$ cat config.mk
export PLATFORM = sky130hd
export DESIGN_NAME = regfile_mp
export DESIGN_NICKNAME = d
export VERILOG_FILES = /design/src/rtl/regfile_pkg.sv /design/src/rtl/regfile_clear_seq.sv /design/src/rtl/regfile_mp.sv
export SDC_FILE = /design/constraint.sdc
export NUM_CORES = 1
export LEC_CHECK = 0
export CAP_MARGIN = 30
export CORE_UTILIZATION = 53
export DETAILED_ROUTE_END_ITERATION = 12
export PLACE_DENSITY = 0.78
export RECOVER_POWER = 50
export SYNTH_ARGS = -nofsm -noshare
export SYNTH_HDL_FRONTEND = slang
export SYNTH_HIERARCHICAL = 1
export SYNTH_SLANG_ARGS = --single-unit
export TNS_END_PERCENT = 30
$ cat constraint.sdc
create_clock -name Clock -period 3.7 [get_ports Clock]
set_input_delay 1.11 -clock Clock [delete_from_list [all_inputs] [get_ports Clock]]
set_output_delay 1.11 -clock Clock [all_outputs]
set_load 0.05 [all_outputs]
$ cat src/rtl/regfile_pkg.sv
// Shared types and defaults for the multi-port register file and its clear sequencer.
package regfile_pkg;

  localparam int RF_WIDTH    = 16;
  localparam int RF_DEPTH    = 8;
  localparam int RF_NREAD    = 2;
  localparam int RF_ZERO_REG = 1;
  localparam int RF_BYPASS   = 1;

  typedef enum logic {RF_IDLE, RF_CLEAR} rf_state_e;

  function automatic int rf_aw(input int depth);
    return (depth < 2) ? 1 : $clog2(depth);
  endfunction

endpackage

$ cat src/rtl/regfile_clear_seq.sv
// Clear sequencer: walks idx 0..DEPTH-1 zeroing one entry per cycle and
// tells the array when ordinary writes may commit.
module regfile_clear_seq
  import regfile_pkg::*;
#(
  parameter int DEPTH = RF_DEPTH,
  parameter int AW    = rf_aw(DEPTH)
) (
  input  logic          Clock,
  input  logic          ResetN,
  input  logic          Clear,
  output logic          Busy,
  output logic          ClrEn,
  output logic          WrOk,
  output logic [AW-1:0] ClrIdx
);

  rf_state_e     state, state_nxt;
  logic [AW-1:0] idx, idx_nxt;

  always_ff @(posedge Clock or negedge ResetN) begin
    if (!ResetN) begin
      state <= RF_IDLE;
      idx   <= '0;
    end else begin
      state <= state_nxt;
      idx   <= idx_nxt;
    end
  end

  always_comb begin
    state_nxt = state;
    idx_nxt   = idx;
    Busy      = 1'b0;
    ClrEn     = 1'b0;
    WrOk      = 1'b0;
    case (state)
      RF_IDLE: begin
        // the cycle that accepts Clear drops its writes
        WrOk = !Clear;
        if (Clear) begin
          state_nxt = RF_CLEAR;
          idx_nxt   = '0;
        end
      end
      RF_CLEAR: begin
        Busy  = 1'b1;
        ClrEn = 1'b1;
        if (idx == AW'(DEPTH - 1)) begin
          state_nxt = RF_IDLE;
          idx_nxt   = '0;
        end else begin
          idx_nxt = idx + AW'(1);
        end
      end
      default: state_nxt = RF_IDLE;
    endcase
  end

  assign ClrIdx = idx;

endmodule

$ cat src/rtl/regfile_mp.sv
// Multi-port register file: NREAD combinational reads, two prioritised write
// ports, optional write bypass and zero register, sequenced clear.
module regfile_mp
  import regfile_pkg::*;
#(
  parameter int WIDTH    = RF_WIDTH,
  parameter int DEPTH    = RF_DEPTH,
  parameter int NREAD    = RF_NREAD,
  parameter int ZERO_REG = RF_ZERO_REG,
  parameter int BYPASS   = RF_BYPASS,
  localparam int AW      = rf_aw(DEPTH)
) (
  input  logic                   Clock,
  input  logic                   ResetN,
  input  logic [NREAD*AW-1:0]    RdAddr,
  output logic [NREAD*WIDTH-1:0] RdData,
  input  logic                   WrEnA,
  input  logic [AW-1:0]          WrAddrA,
  input  logic [WIDTH-1:0]       WrDataA,
  input  logic                   WrEnB,
  input  logic [AW-1:0]          WrAddrB,
  input  logic [WIDTH-1:0]       WrDataB,
  input  logic                   Clear,
  output logic                   Busy
);

  logic [DEPTH-1:0][WIDTH-1:0] regs;
  logic                        clr_en, wr_ok;
  logic [AW-1:0]               clr_idx;
  logic                        we_a, we_b;

  regfile_clear_seq #(.DEPTH(DEPTH), .AW(AW)) u_clr (
    .Clock  (Clock),
    .ResetN (ResetN),
    .Clear  (Clear),
    .Busy   (Busy),
    .ClrEn  (clr_en),
    .WrOk   (wr_ok),
    .ClrIdx (clr_idx)
  );

  // effective enables: only in IDLE, never to a hard-wired r0, B loses a tie
  assign we_a = wr_ok && WrEnA && !(ZERO_REG != 0 && WrAddrA == '0);
  assign we_b = wr_ok && WrEnB && !(ZERO_REG != 0 && WrAddrB == '0)
                && !(WrEnA && WrAddrA == WrAddrB);

  always_ff @(posedge Clock or negedge ResetN) begin
    if (!ResetN) begin
      regs <= '0;
    end else begin
      for (int i = 0; i < DEPTH; i++) begin
        if (clr_en && clr_idx == AW'(i))
          regs[i] <= '0;
        else if (we_a && WrAddrA == AW'(i))
          regs[i] <= WrDataA;
        else if (we_b && WrAddrB == AW'(i))
          regs[i] <= WrDataB;
      end
    end
  end

  for (genvar k = 0; k < NREAD; k++) begin : g_rd
    logic [AW-1:0]    addr;
    logic [WIDTH-1:0] data;

    assign addr = RdAddr[k*AW +: AW];

    always_comb begin
      data = regs[addr];
      if (BYPASS != 0) begin
        if (we_a && WrAddrA == addr)
          data = WrDataA;
        else if (we_b && WrAddrB == addr)
          data = WrDataB;
      end
      if (ZERO_REG != 0 && addr == '0)
        data = '0;
    end

    assign RdData[k*WIDTH +: WIDTH] = data;
  end

endmodule

# [After elaboration in Yosys (flattened, before gate mapping)]
# Cells that the tools add are included.
[totals] ff_bits=132 inputBits=49 out_inout_bits=33
[classes] add_sub_neg=1 order_cmp=2 eq_ne=27 n_mux=42 bitwise=1 n_reduce_logical=51
[op_table] op="$mux W16" count=32
[op_table] op="$bmux W16 S3" count=2
[op_table] op="$eq A3 B3 Y1 const B" count=12
[op_table] op="$logic_and A1 B1 Y1" count=34
[op_table] op="$reduce_bool A3 Y1" count=8
[op_table] op="$eq A3 B2 Y1 const B" count=6
[op_table] op="$eq A3 B3 Y1" count=5
[op_table] op="$logic_not A3 Y1" count=5
[op_table] op="$eq A3 B1 Y1 const B" count=3
[op_table] op="$lt A3 B4 Y1 const B" count=2
[op_table] op="$mux W3" count=2
[op_table] op="$pmux W3 S2" count=1
[op_table] op="$logic_not A1 Y1" count=4
[op_table] op="$mux W1" count=4
[op_table] op="$add A3 B1 Y3 const B" count=1
[op_table] op="$ne A2 B2 Y1 const B" count=1
[op_table] op="$pmux W1 S2" count=1
[op_table] op="$not A1 Y1" count=1

# [Logic depth before layout (Yosys ltp)]
[depth] depth_word=9 depth_mapped=8 ltp_nobuf=6

# [Modules after synthesis]
# Netlist, hierarchy kept.
[by_module_without_submodules] module="regfile_mp" instances=1 cells_per_inst=900 area_each_um2=9128.8 seq_area_each_um2=3203.1
[by_module_without_submodules] module="regfile_clear_seq" instances=1 cells_per_inst=15 area_each_um2=205.2 seq_area_each_um2=100.1

# [Worst setup path after synthesis]
# OpenSTA, ideal clock, no wires.
[synth_timing] path_type="input -> output" start="input port RdAddr[1]" end="output port RdData[10]" arrival_time_ps=2749 path_slack_ps=-159 stages=6 n_path_buf=2 path_cell_list="buf_2 > buf_2 > mux4_2 > mux2i_1 > nand2_1 > a32o_1"
[synth_via] elab_chain_cells=5 elab_cells_between_ends=10
[synth_rtl] item="start, declared" line="regfile_mp.sv:15" rtl="input logic [NREAD*AW-1:0] RdAddr,"
[synth_rtl] item="$bmux W16 S3 / $eq A3 B3 Y1 (equally long branches)" line="regfile_mp.sv:69, regfile_mp.sv:73"
[synth_rtl] item="$mux W16 (not written as such) / $logic_and A1 B1 Y1 (equally long branches)" line="regfile_mp.sv:69, regfile_mp.sv:73"
[synth_rtl] item="$mux W16" line="regfile_mp.sv:73" rtl="else if (we_b && WrAddrB == addr)"
[synth_rtl] item="$mux W16" line="regfile_mp.sv:71" rtl="if (we_a && WrAddrA == addr)"
[synth_rtl] item="$mux W16 *" line="regfile_mp.sv:76" rtl="if (ZERO_REG != 0 && addr == '0)"
[synth_rtl] item="end, declared" line="regfile_mp.sv:16" rtl="output logic [NREAD*WIDTH-1:0] RdData,"
# Every way passes the cells marked *; elsewhere a longest branch is shown, timed or not. The select of a mux whose other input is x is not followed.

# [Final worst setup path]
[layout_timing] start="input port RdAddr[3]" end="output port RdData[29]"
# Same word-level chain as after synthesis.

==> flow_summary.toml <==
[outcome]
status = "finished with violations"
violations = "max-capacitance violations, max-slew violations, negative setup slack"

[grt]
grt_max_degree = 68
antenna_found_initial = 0
grt_overflow = 0
grt_pass1_vias = 9446
grt_use_total = 0.416
grt_pass1_wl_mm = 55.1

[floorplanning]
core_area_um2 = 17200
fp.dieW_um = 135
pin_count = 82
die_area_um2 = 18100
die_h_um = 135
row_count = 48
start_util = 0.542

[layout]
final_nets = 1101
design_area_um2 = 12200
drive_above_1_share = 0.350
most-common-layout-cells = "145 x nor2_1, 132 x dfrtp_1, 113 x buf_4"
diodes = 0
final_common_cell = "nor2_1"
areaGrowthSynthToFinish_pct = 30.5

[logic_synthesis]
synth_nets = 967
yosys_warnings = 6
synthCells = 915
synth_fa_ha_area_frac = 0.00402
synthArstFlopShare = 1.00
synth_enable_flop_cells = 0
ys_seq_area_frac = 0.354
synth_ff_type = "dfrtp_1"
synth_area_per_cell_um2 = 10.2
yosys.cell_types.count = 51
synth_top_family_by_area = "multiplexers"
synth_compound_area_frac = 0.101
yosys.area_share.simple = 0.206
synthMuxAreaShare = 0.262
synthXorXnorAreaFrac = 0.0146
ys_ff_latch = 132
synth_area_um2 = 9330

[pwr]
power_frac_clock = 0.239
combinationalPowerShare = 0.447
irDropWorstVdd_mv = 0.376
power_frac_seq = 0.314
power.density_nw_per_um2 = 627
p_leak_uw = 0.00567
internal-power_uw = 4630
switching_share = 0.394
netSwitchingPower_uw = 3010

[worst_setup_path]
path_class = "in -> out"
required_ns = 2.59
cp-start-kind = "input pin"
reg2reg_depth = 8
r2r_slack_ns = 1.06
arrival_ns = 2.97
critPathCaptureType = "output pin"
r2r-start = "u_clr/state"
reg2reg_to = "regs[20]"
crit_fanout = 8

[sta]
hold_ws_ns = 0.501
hold_viol = 0
fmax_mhz = 245
period_share = 1.10
max-slew-margin-rel = -0.213
fin_ws_ns = -0.383
fin_crit_ns = 4.08
rsz0062_at_grt = "true"
setup_viol = 32
tightest_slew_ns = 1.82
clock_skew_ns = 0.00837
slew_viol_final = 68

[route]
avgRoutedWirePerCell_um = 28.6
ant_nets = 0
drt_iter0_drc = 1462
routed.top_layer = "met4"
wl_met3_mm = 4.77
wl_met1_mm = 12.6
routed-via-count = 9427
routed-wl-met2_mm = 16.6
wirelength_mm = 36.8
drc_errors = 0
first_pass_iters = 8
viasPerCell = 7.32

[hold_path]
hold_class = "reg -> reg"
hold_end = "regs[71]"
min_from = "regs[71]"
hold_depth = 2

[flow_run]
drv_cap = 1

[cts]
cts_tree = "yes"
clk_path_buf_depth = 2
clk_pin_slew_ns = 0.06
htreeDepth = 4
cts_buffers = 17
clk_latency_ns = 0.43
root_buffer = "clkbuf_16"
clock-sinks = 132

[place]
dp_hpwl_mm = 22.0
gp_congestion = 0.912
placedInstanceArea_um2 = 11000
port_buffers = 81
==> cell families after synthesis <==
group	after synthesis
and+or+nand+nor	379
adders and majority gates	3
xor gates and xnor gates	13
AOI/OAI and AO/OA	112
muxes	164
buffers and inverters	112
DFF	132
==> per-layer routing <==
| layer | up-vias | global-route usage |
|---|---|---|
| met2 | 886 | 0.639 |
| met5 | - | 0 |
| met4 | 0 | 0.284 |
| met3 | 310 | 0.128 |
| met1 | 4574 | 0.505 |
| li1 | 3657 | - |
==> area by class of cell <==
type / instances / area (um^2)
fillers: 1129 / 5050
inverters: 3 / 11.3
repair buffers: 223 / 2240
clock buffers: 22 / 484
well taps: 225 / 282
clock inverters: 10 / 145
flip-flops and latches: 132 / 3300
multi-input cells: 672 / 5710
==> worst max-delay path by stage <==
stage	from	to	slack, ns	depth (start not counted)
final	RdAddr[3]	RdData[29]	-0.38	7
after global placement	WrAddrA[1]	RdData[14]	-0.72	7
after detailed placement	WrAddrA[1]	RdData[14]	-0.76	7
after CTS	Clear	RdData[18]	-0.22	11
after global routing	RdAddr[3]	RdData[31]	-0.36	7
after floorplan	RdAddr[4]	RdData[17]	-0.05	6
==> power by group through the flow <==
stage,Combinational [uW],Sequential [uW],Clock [uW]
6_report,3410,2400,1830
5_1_grt,3530,2440,1880
4_1_cts,3300,2360,1810
3_5_place_dp,3080,2370,0
3_3_place_gp,2980,2320,0
2_1_floorplan,2150,2240,0
==> critical path: stages <==
cell and delay (ns):
dlygate4sd2_1 0.34, xor2_1 0.47, nor4b_4 0.12, buf_4 0.17, nor2_4 0.33, a32o_2 0.27, buf_8 0.15
==> cells in the mapped netlist, types with 3 or more instances <==
library cell  instances  area share
nand2_1              56       0.023
nor2b_1              17       0.011
or2_0                 3      0.0020
dfrtp_1             132        0.35
nor4_2               10       0.013
nor4_1               34       0.023
xnor2_1               6      0.0056
xnor2_2               3      0.0052
nor2_1              147       0.059
a211oi_1             52       0.042
nor3_1               50       0.027
buf_1                 9      0.0036
buf_2                38       0.020
mux2i_1             100        0.11
inv_1                 3      0.0012
buf_4                 6      0.0048
buf_6                 7      0.0084
clkbuf_2              3      0.0016
a32o_1               33       0.035
clkbuf_1             46       0.018
o31ai_1              16       0.013
nand3_1               5      0.0027
and2_1                3      0.0020
nand4_1               3      0.0020
nor3b_1               4      0.0032
xor2_1                4      0.0038
ha_1                  3      0.0040
or2_1                23       0.015
or2_2                 6      0.0040
mux4_2               64        0.15
==> metrics by stage <==
stage | std cells | setup TNS, ns | power [uW] | utilization | worst slack (ns)
finish | 1287 | -8.60 | 7640 | 0.707 | -0.383
global route | 1287 | -8.47 | 7850 | 0.707 | -0.361
CTS | 1290 | -4.76 | 7470 | 0.707 | -0.224
detailed placement | 1237 | -21.83 | 5450 | 0.638 | -0.761
global placement | 1235 | -20.62 | 5300 | 0.636 | -0.723
floorplan | 915 | -0.384 | 4390 | - | -0.0488
==> sequential cells by signal, summed over array words and instances (netlist names) <==
register,count
regs,128
u_clr/ClrIdx,3
u_clr/state,1
==> repair_timing <==
action | 4_1_cts | 5_1_grt
resized for setup | 124 | 17
buffers inserted | 16 | 0
pin swaps | 20 | 17
hold endpoints to repair | 0 | 0
cloned | 5 | 0
hold buffers | 0 | 0
endpoints found under the setup margin | 32 | 32
No activity file was read; power rests on OpenSTA's default activity.
